[config.mk]
export PLATFORM = sky130hd
export DESIGN_NAME = hl_mac_feeder
export DESIGN_NICKNAME = d
export VERILOG_FILES = /design/src/rtl/hl_pkg.sv /design/src/rtl/hl_mac_feeder.sv
export SDC_FILE = /design/constraint.sdc
export NUM_CORES = 1
export LEC_CHECK = 0
export CAP_MARGIN = 20
export CELL_PAD_IN_SITES_DETAIL_PLACEMENT = 1
export CELL_PAD_IN_SITES_GLOBAL_PLACEMENT = 2
export CORE_ASPECT_RATIO = 1.75
export CORE_UTILIZATION = 25
export CTS_CLUSTER_DIAMETER = 80
export DETAILED_ROUTE_END_ITERATION = 6
export GPL_TIMING_DRIVEN = 1
export PLACE_DENSITY_LB_ADDON = 0.1
export SYNTH_ARGS = -nofsm -noshare
export SYNTH_HDL_FRONTEND = slang
export SYNTH_SLANG_ARGS = --single-unit
[constraint.sdc]
create_clock -name clk -period 4.1 [get_ports clk]
set_input_delay 0.82 -clock clk [delete_from_list [all_inputs] [get_ports clk]]
set_output_delay 0.82 -clock clk [all_outputs]
set_load 0.05 [all_outputs]
[src/rtl/hl_pkg.sv]
// Shared definitions for the hidden-layer MAC array and its feeder.
package hl_pkg;

  localparam int unsigned NUM_HL_LANES = 56;
  localparam int unsigned LANE_ID_W    = 6;
  localparam int unsigned DATA_W       = 8;
  localparam int unsigned ACC_W        = 32;

  typedef enum logic [1:0] {
    ST_IDLE = 2'd0,
    ST_LOAD = 2'd1,
    ST_CALC = 2'd2,
    ST_OUT  = 2'd3
  } hl_state_e;

endpackage

[src/rtl/hl_mac_feeder.sv]
// Sequencer feeding weights, ifmap and calc to the 56-lane MAC array and
// returning its int32 result over a valid/ready port.
module hl_mac_feeder
  import hl_pkg::*;
#(
  parameter int unsigned NUM_W   = NUM_HL_LANES,
  parameter int unsigned ADDR_W  = 12,
  parameter int unsigned TIMEOUT = 15
) (
  input  logic                 clk,
  input  logic                 rst_n,
  input  logic                 start,
  input  logic                 reuse_w,
  input  logic [DATA_W-1:0]    ifmap_in,
  input  logic [ADDR_W-1:0]    wbase,
  output logic                 busy,
  output logic [ADDR_W-1:0]    wmem_addr,
  output logic                 wmem_rd,
  input  logic [DATA_W-1:0]    wmem_rdata,
  output logic                 mac_write_weight,
  output logic [LANE_ID_W-1:0] mac_weight_id,
  output logic [DATA_W-1:0]    mac_weight,
  output logic                 mac_calc,
  output logic [DATA_W-1:0]    mac_ifmap,
  input  logic [ACC_W-1:0]     mac_ofmap,
  input  logic                 mac_complete,
  output logic                 res_valid,
  input  logic                 res_ready,
  output logic [ACC_W-1:0]     res_data,
  output logic                 err
);

  localparam int unsigned CNT_MAX = (NUM_W > TIMEOUT) ? NUM_W : TIMEOUT;
  localparam int unsigned CNT_W   = $clog2(CNT_MAX + 1);

  hl_state_e state, state_nx;

  logic [CNT_W-1:0]     cnt, cnt_nx;
  logic                 busy_nx;
  logic [ADDR_W-1:0]    wmem_addr_nx;
  logic                 wmem_rd_nx;
  logic                 wr_nx;
  logic [LANE_ID_W-1:0] id_nx;
  logic                 calc_nx;
  logic [DATA_W-1:0]    ifmap_nx;
  logic                 res_valid_nx;
  logic [ACC_W-1:0]     res_data_nx;
  logic                 err_nx;
  logic                 calc_done;

  // A complete arriving once the timeout counter has expired is ignored.
  assign calc_done = mac_complete && (cnt < CNT_W'(TIMEOUT));

  // State register.
  always_ff @(posedge clk) begin
    if (!rst_n) state <= ST_IDLE;
    else        state <= state_nx;
  end

  // Next-state logic.
  always_comb begin
    state_nx = state;
    case (state)
      ST_IDLE: if (start) state_nx = reuse_w ? ST_CALC : ST_LOAD;
      ST_LOAD: if (cnt == CNT_W'(NUM_W)) state_nx = ST_CALC;
      ST_CALC: begin
        if (calc_done)                    state_nx = ST_OUT;
        else if (cnt >= CNT_W'(TIMEOUT))  state_nx = ST_IDLE;
      end
      ST_OUT:  if (res_ready) state_nx = ST_IDLE;
      default: state_nx = ST_IDLE;
    endcase
  end

  // Next values of the registered outputs and counters.
  always_comb begin
    cnt_nx       = cnt;
    busy_nx      = (state_nx != ST_IDLE);
    wmem_addr_nx = wmem_addr;
    wmem_rd_nx   = 1'b0;
    wr_nx        = 1'b0;
    id_nx        = mac_weight_id;
    calc_nx      = (state_nx == ST_CALC);
    ifmap_nx     = mac_ifmap;
    res_valid_nx = res_valid;
    res_data_nx  = res_data;
    err_nx       = 1'b0;
    case (state)
      ST_IDLE: begin
        if (start) begin
          ifmap_nx = ifmap_in;
          cnt_nx   = '0;
          if (!reuse_w) begin
            wmem_rd_nx   = 1'b1;
            wmem_addr_nx = wbase;
          end
        end
      end
      // Read k and write k-1 overlap; the write trails the read by one cycle.
      ST_LOAD: begin
        if (cnt == CNT_W'(NUM_W)) begin
          cnt_nx = '0;
        end else begin
          cnt_nx = cnt + CNT_W'(1);
          wr_nx  = 1'b1;
          id_nx  = LANE_ID_W'(cnt);
          if (cnt != CNT_W'(NUM_W - 1)) begin
            wmem_rd_nx   = 1'b1;
            wmem_addr_nx = wmem_addr + ADDR_W'(1);
          end
        end
      end
      ST_CALC: begin
        if (calc_done) begin
          res_data_nx  = mac_ofmap;
          res_valid_nx = 1'b1;
        end else begin
          cnt_nx = cnt + CNT_W'(1);
          if (cnt == CNT_W'(TIMEOUT - 1)) err_nx = 1'b1;
        end
      end
      ST_OUT: if (res_ready) res_valid_nx = 1'b0;
      default: ;
    endcase
  end

  // Output and counter registers.
  always_ff @(posedge clk) begin
    if (!rst_n) begin
      cnt              <= '0;
      busy             <= 1'b0;
      wmem_addr        <= '0;
      wmem_rd          <= 1'b0;
      mac_write_weight <= 1'b0;
      mac_weight_id    <= '0;
      mac_calc         <= 1'b0;
      mac_ifmap        <= '0;
      res_valid        <= 1'b0;
      res_data         <= '0;
      err              <= 1'b0;
    end else begin
      cnt              <= cnt_nx;
      busy             <= busy_nx;
      wmem_addr        <= wmem_addr_nx;
      wmem_rd          <= wmem_rd_nx;
      mac_write_weight <= wr_nx;
      mac_weight_id    <= id_nx;
      mac_calc         <= calc_nx;
      mac_ifmap        <= ifmap_nx;
      res_valid        <= res_valid_nx;
      res_data         <= res_data_nx;
      err              <= err_nx;
    end
  end

  // Memory data arrives one cycle after the read, so it passes straight through.
  assign mac_weight = mac_write_weight ? wmem_rdata : '0;

endmodule

== Word level (Yosys, flattened, before mapping) ==
Index checks and enable logic that the tools add are counted.
Word-level totals
  bits in registers: 72
  input bits: 66
  output and inout bits: 72
  logic and storage cells: 74
Operators by class
  bitwise operators: 3
  reduce and logical (&&, ||, !) cells: 14
  mux-type cells: 27
  eq/ne operators: 14
  $lt $le $gt $ge: 2
  $add $sub $neg: 2
Operators with widths (number)
  two-way mux 12 bit: 4
  case mux 12 bit (2 select lines): 1
  two-way mux 6 bit: 3
  case mux 6 bit (3 select lines): 1
  != test 2 bit, second input constant: 7
  adder 12 x 1 -> 12 bit, second input constant: 1
  two-way mux 2 bit: 6
  two-way mux 1 bit: 8
  two-way mux 8 bit: 1
  case mux 2 bit (4 select lines): 1
  AND reduction 2 bit: 4
  adder 6 x 1 -> 6 bit, second input constant: 1
  equality test 2 bit, second input constant: 3
  equality test 6 x 4 -> 1 bit, second input constant: 1
  equality test 6 bit, second input constant: 1
  greater-or-equal comparator 6 x 4 -> 1 bit, second input constant: 1
  < comparator 6 x 4 -> 1 bit, second input constant: 1
  != test 6 bit, second input constant: 1
  AND reduction 3 bit: 2
  nonzero test 2 bit: 3
  AND reduction 5 bit: 1
  case mux 1 bit (2 select lines): 2
  NOT 1 bit: 3
  nonzero test 3 bit: 1
  4 further kinds: 4

== Longest topological paths before layout ==
Gate-level depths: netlist of the first run.
  word-level depth: 5
  gate-level depth with buffers: 8

== Worst setup path after synthesis of the first run ==
No wires, ideal clock.
  kind: in2out
  start: input port wmem_rdata[0]
  end: output port mac_weight[0]
  cell stages on the path: 1
  arrival: 1.232 ns
  buffers on the path: 0
  slack: 2.048 ns
  required time: 3.280 ns
  cells stage by stage: and2_1
Between the ends
  word-level cells in the longest chain between the ends: 1
RTL lines
  start: declaration: line hl_mac_feeder.sv:19  | input logic [DATA_W-1:0] wmem_rdata,
  two-way mux 8 bit: line hl_mac_feeder.sv:157  | assign mac_weight = mac_write_weight ? wmem_rdata : '0;
  end: declaration: line hl_mac_feeder.sv:22  | output logic [DATA_W-1:0] mac_weight,
No other way between the ends.

== Worst setup path after layout of the first run ==
  start: input port wmem_rdata[1]
  end: output port mac_weight[1]
The elaborated chain is that of the path after synthesis.

==> results of run 1 <==
==> cells in the final DEF (no fill, tap or decap), drive strengths merged, types with 10 or more instances in the layout <==
| master | Yosys | layout |
|---|---|---|
| and2 | 12 | 12 |
| inv | 10 | 11 |
| dfxtp | 72 | 72 |
| clkdlybuf4s50 | 0 | 137 |
| nor2 | 12 | 12 |
| clkbuf | 16 | 10 |
| a21oi | 50 | 50 |
| nand2 | 110 | 110 |
| o21ai | 12 | 12 |
| nand3 | 13 | 13 |
==> sequential cells by signal, summed over array words and instances, names as in the netlist <==
register / flops
busy: 1
cnt: 6
err: 1
mac_calc: 1
mac_ifmap: 8
mac_weight_id: 6
mac_write_weight: 1
res_data: 32
res_valid: 1
state: 2
wmem_addr: 12
wmem_rd: 1
==> final timing paths <==
kind                       startpoint                         to  cells past startpoint
min          res_data[7]$_SDFFE_PN0P_   res_data[7]$_SDFFE_PN0P_                      2
max reg2reg       state[0]$_SDFF_PN0_  wmem_addr[1]$_SDFFE_PN0P_                      6
max                     wmem_rdata[1]              mac_weight[1]                      3
min reg2reg  res_data[7]$_SDFFE_PN0P_   res_data[7]$_SDFFE_PN0P_                      2
==> per-stage QoR <==
stage	std cells	area, µm²	hold WS (ns)	util
finish	717	5161	0.4537	0.3989
global route	717	5161	0.4753	0.3989
CTS	717	5161	0.4560	0.3989
detailed placement	701	4832	0.4480	0.3735
global placement	701	4832	0.4423	0.3735
floorplan	412	3301	0.4865	-
==> power by group through the flow <==
stage          combinational [mW]  sequential, mW  clock, mW
5_1_grt                      1.47           0.947      0.927
3_5_place_dp                 1.39           0.943          0
3_3_place_gp                 1.37           0.939          0
6_report                     1.37           0.927      0.866
4_1_cts                      1.39           0.930      0.896
2_1_floorplan               0.543            1.29          0
==> cell families after synthesis <==
group | count (synthesis)
compound gates | 119
fa+ha+maj | 8
buf+inv | 37
flops | 72
simple gates | 176
==> worst max-delay path, cell delays in order <==
cell and delay (ns):
clkdlybuf4s50_1 0.47, and2_1 0.13, clkdlybuf4s50_1 0.80
==> final cells by class <==
| type | count | share of cell area |
|---|---|---|
| clock buffer | 10 | 0.04630 |
| tap | 171 | 0.04145 |
| multi-input combinational | 303 | 0.3316 |
| timing repair buffer | 144 | 0.2759 |
| inverter | 11 | 0.008000 |
| clock inverter | 6 | 0.01745 |
| sequential | 72 | 0.2793 |
==> layer usage <==
layer,part of all wire,wire length [µm]
met5,0,0
met4,0.0084,99
met3,0.047,552
met2,0.55,6516
met1,0.39,4590
==> flow_metrics.py, run 1 <==
metrics = {
    "clocking": {
        "clock_path_buffers": 2,
        "clockRootBuffer": "clkbuf_16",
        "h-tree-depth": 3,
        "ctsResizeCount": 0,
        "cts.clk_slew.worst_paths_ns": 0.06,
        "cts_tree": "yes",
        "postCtsSetupRepairBufs": 0,
        "cts_sinks": 72,
        "numCtsBuffers": 9,
        "clk_latency_ns": 0.33,
        "cts_hold_buffers": 0,
    },
    "grt": {
        "grt_usage": 0.1769,
        "top_usage_layer": "met2",
        "grt_use_met2": 0.3443,
        "antenna_found_initial": 0,
        "grt_max_degree": 36,
        "met1_usage": 0.1814,
        "overflow": 0,
        "grt_pass1_wl_um": 18450,
        "grt_pass1_vias": 3578,
        "met3_usage": 0.03489,
    },
    "yosys": {
        "synth_top_cell_by_area": "dfxtp_1",
        "yosysUniqueCellTypes": 57,
        "synth_top_family_by_area": "compound AO/OA/AOI/OAI gates",
        "muxShareOfSynthArea": 0,
        "yosysMostFrequentCell": "nand2_1",
        "syn_nets": 486,
        "synth_compound_area_frac": 0.2441,
        "synth_area_mm2": 0.003301,
        "synth.avg_cell_area_um2": 8.011,
        "yosys.area_share.simple": 0.2434,
        "synth_commonest_cells": "nand2_1, dfxtp_1, a21oi_1",
        "synth-xor-area-share": 0,
        "ys_ff_latch": 72,
        "yosysTopAreaCellShare": 0.4367,
        "synth.top_cells.by_area": "dfxtp_1, nand2_1, a21oi_1, ha_1, and2_1",
        "synth_fa_ha_area_frac": 0.03033,
        "yosysWarnings": 0,
        "ys_seq_area_frac": 0.4367,
        "synth_top_flop_cell": "dfxtp_1",
        "synth_async_sr_flop_share": 0,
        "syn_inst": 412,
        "synth_edf_count": 0,
    },
    "cells_and_area": {
        "drive_above_1_share": 0.06960,
        "num-nets-final": 615,
        "areaGrowthSynthToFinish_pct": 56.37,
        "num-fill-cells": 1561,
        "multi_input_area_mm2": 0.001712,
        "antenna_cells": 0,
        "final-seq-area_mm2": 0.001441,
    },
    "die": {
        "std_cell_rows": 55,
        "io_pins": 138,
        "die_h_um": 154,
        "core_area_mm2": 0.01294,
        "die_x_um": 88.86,
        "start_util": 0.2551,
        "die_area_mm2": 0.01368,
    },
    "timing": {
        "max_freq_mhz": 328.9,
        "setup_violations": 0,
        "drv_slew": 0,
        "fin_crit_ns": 3.040,
        "final-hold-violation-count": 0,
        "relSlewSlack": 0.5271,
        "tightest_slew_ns": 0.7020,
        "tns_ns": 0,
        "setup_ws_ns": 1.060,
        "rsz0062_at_grt": "false",
        "skew_ns": 0.006942,
        "fin_crit_sh": 0.7415,
    },
    "worst_setup_path": {
        "worst_setup_path_start_kind": "input port",
        "worstPathRequired_ns": 3.28,
        "arrival_ns": 2.22,
        "regToRegSetupSlack_ns": 1.76,
        "critPathKind": "in2out",
        "worstPathMaxFanout": 1,
        "endpoint_kind": "output pin",
    },
    "pwr": {
        "intPower_mw": 1.851,
        "p_sw_frac": 0.4143,
        "p_leak_nw": 1.744,
        "p_per_area_mw_per_mm2": 612.3,
        "p_sw_mw": 1.309,
        "seqPwrFrac": 0.293,
        "p_comb_frac": 0.433,
        "ir_drop_v": 0.0002533,
        "power_mw": 3.160,
        "clkPwrFrac": 0.274,
    },
    "drt": {
        "routedWlPerCell_um": 16.40,
        "drt-initial-drc-count": 131,
        "vias_per_cell": 4.845,
        "firstDrtPassIters": 4,
        "wl_um": 11760,
        "drc": 0,
        "vias": 3474,
        "antenna_left": 0,
    },
    "worst_hold_path": {
        "hold_path_class": "reg2reg",
    },
    "place": {
        "hpwl_um": 8769,
        "place_ws_ns": 1.047,
        "gp_congestion": 0.7757,
        "port_buffers": 137,
    },
    "outcome": {
        "status": "finished, final reports clean",
    },
    "run": {
        "drv_cap": 0,
    },
}
No activity file was read; power rests on OpenSTA's default activity.
==> run 2: changes to the inputs <==
--- a/config.mk
+++ b/config.mk
@@ -9,7 +9,7 @@
 export CELL_PAD_IN_SITES_DETAIL_PLACEMENT = 1
 export CELL_PAD_IN_SITES_GLOBAL_PLACEMENT = 2
 export CORE_ASPECT_RATIO = 1.75
-export CORE_UTILIZATION = 25
+export CORE_UTILIZATION = 23
 export CTS_CLUSTER_DIAMETER = 80
 export DETAILED_ROUTE_END_ITERATION = 6
 export GPL_TIMING_DRIVEN = 1
==> constraint.sdc (replaced) <==
create_clock -name clk -period 3 [get_ports clk]
set_input_delay 0.6 -clock clk [delete_from_list [all_inputs] [get_ports clk]]
set_output_delay 0.6 -clock clk [all_outputs]
set_load 0.05 [all_outputs]
==> flow_metrics.py, run 2 (synthesis gave the netlist of run 1 again) <==
metrics = {
    "outcome": {
        "status": "finished, final reports clean",
    },
    "die": {
        "die_h_um": 160.5,
        "std_cell_rows": 57,
        "io_pins": 138,
        "die_area_mm2": 0.01485,
        "die_x_um": 92.56,
        "core_area_mm2": 0.01398,
        "start_util": 0.2361,
    },
    "timing": {
        "final-hold-violation-count": 0,
        "holdWs_ns": 0.4518,
        "skew_ns": 0.009966,
        "tightest_slew_ns": 0.6220,
        "rsz0062_at_grt": "false",
        "fin_crit_sh": 0.8683,
        "drv_slew": 0,
        "tns_ns": 0,
        "setup_violations": 0,
        "max_freq_mhz": 383.9,
        "relSlewSlack": 0.5846,
        "fin_crit_ns": 2.605,
    },
    "worst_setup_path": {
        "rr_worst_depth": 6,
        "rr_startpoint": "state[0]$_SDFF_PN0_",
        "critPathMaxStageDelay_ns": 0.79,
        "r2r-end": "wmem_addr[1]$_SDFFE_PN0P_",
        "worst_setup_path_start_kind": "input port",
        "path_cells": "clkdlybuf4s50_1 > and2_1 > clkdlybuf4s50_1",
        "worstPathMaxFanout": 1,
        "arrival_ns": 2.00,
        "endpoint_kind": "output pin",
        "regToRegSetupSlack_ns": 0.78,
        "worstPathRequired_ns": 2.40,
        "cpMaxStageDelayCell": "clkdlybuf4s50_1",
        "critPathKind": "in2out",
        "crit_top_cell": "clkdlybuf4s50_1",
    },
    "drt": {
        "wl_met1_um": 4602,
        "wl_met2_um": 6248,
        "vias_per_cell": 4.813,
        "antenna_left": 0,
        "firstDrtPassIters": 4,
        "routed.top_layer": "met4",
        "met3_length_um": 679,
        "routedWlPerCell_um": 16.29,
        "wl_um": 11780,
        "drt-initial-drc-count": 87,
        "drc": 0,
        "vias": 3480,
    },
    "place": {
        "port_buffers": 137,
        "hpwl_um": 8732,
        "gp_congestion": 0.8394,
    },
    "worst_hold_path": {
        "hold_end": "res_data[1]$_SDFFE_PN0P_",
        "hold_path_class": "reg2reg",
        "holdPathStages": 2,
        "hp-start": "res_data[1]$_SDFFE_PN0P_",
    },
    "clocking": {
        "clk_latency_ns": 0.34,
        "h-tree-depth": 3,
        "numCtsBuffers": 9,
        "ctsResizeCount": 0,
        "cts.clk_slew.worst_paths_ns": 0.06,
        "postCtsSetupRepairBufs": 0,
        "clock_path_buffers": 2,
        "clockRootBuffer": "clkbuf_16",
        "cts_tree": "yes",
        "cts_sinks": 72,
        "cts_hold_buffers": 0,
    },
    "grt": {
        "grt_max_degree": 35,
        "overflow": 0,
        "grt_usage": 0.1610,
        "grt_pass1_wl_um": 18780,
        "grt_pass1_vias": 3621,
        "antenna_found_initial": 0,
    },
    "cells_and_area": {
        "num-fill-cells": 1664,
        "antenna_cells": 0,
        "drive_above_1_share": 0.06960,
        "top_regs": "res_data (32), wmem_addr (12), mac_ifmap (8)",
        "areaGrowthSynthToFinish_pct": 56.03,
        "layout_common_cells": "clkdlybuf4s50_1, nand2_1, dfxtp_1",
        "num-nets-final": 615,
        "finish.utilization": 0.3684,
        "final_common_cell": "clkdlybuf4s50_1",
        "top_register": "res_data",
        "largest_register_ffs": 32,
    },
    "pwr": {
        "p_per_area_mw_per_mm2": 819.8,
        "ir_drop_v": 0.0003019,
        "p_leak_nw": 1.724,
    },
    "run": {
        "drv_cap": 0,
    },
}
run 2: critical path, delay by kind of cell:
family / cells / cell delay (ns)
buffers and inverters: 2 / 1.27
and+or+nand+nor: 1 / 0.13
run 2: routing by layer:
| metal | GRT usage | up-vias |
|---|---|---|
| met5 | 0 | - |
| met4 | 0.06392 | 0 |
| met3 | 0.03409 | 15 |
| met2 | 0.3054 | 103 |
| met1 | 0.1674 | 1650 |
| li1 | - | 1712 |
run 2: power by group:
group          internal [mW]  switching, mW
Sequential              1.12          0.142
Combinational          0.657           1.22
Clock                  0.647          0.438
Total                   2.43           1.80
run 2: layout make-up:
type | instances | area, µm² | share of cell area
clock buffer | 10 | 229.0 | 0.04446
clock inverter | 6 | 68.82 | 0.01336
inverter | 11 | 41.29 | 0.008017
multi-input combinational | 303 | 1712 | 0.3324
sequential | 72 | 1441 | 0.2799
tap | 177 | 221.5 | 0.04300
timing repair buffer | 144 | 1436 | 0.2789
run 2: worst max path at each step:
stage                         startpoint                    endpoint  slack [ns]  depth (start not counted)
6_report                   wmem_rdata[4]               mac_weight[4]        0.40                          3
5_1_grt                    wmem_rdata[6]               mac_weight[6]        0.37                          3
4_1_cts                    wmem_rdata[4]               mac_weight[4]        0.39                          3
3_5_place_dp               wmem_rdata[4]               mac_weight[4]        0.39                          3
3_3_place_gp               wmem_rdata[4]               mac_weight[4]        0.39                          3
2_1_floorplan  wmem_addr[2]$_SDFFE_PN0P_  wmem_addr[11]$_SDFFE_PN0P_        0.99                          4
run 2: metrics by stage:
step / total power [mW] / instances / setup slack [ns] / instance area (µm²)
6_report: 4.222 / 723 / 0.3951 / 5150
5_1_grt: 4.460 / 723 / 0.3740 / 5150
3_3_place_gp: 3.167 / 707 / 0.3902 / 4852
2_1_floorplan: 2.509 / 412 / 0.9928 / 3301
3_5_place_dp: 3.196 / 707 / 0.3873 / 4852
4_1_cts: 4.305 / 723 / 0.3897 / 5150
==> run 3: changes to the inputs <==
--- a/config.mk
+++ b/config.mk
@@ -5,6 +5,7 @@
 export SDC_FILE = /design/constraint.sdc
 export NUM_CORES = 1
 export LEC_CHECK = 0
+export ABC_CLOCK_PERIOD_IN_PS = 3000
 export CAP_MARGIN = 20
 export CELL_PAD_IN_SITES_DETAIL_PLACEMENT = 1
 export CELL_PAD_IN_SITES_GLOBAL_PLACEMENT = 2
==> results of run 3 <==
Final layout, timing and power as in run 2 (identical DEF).
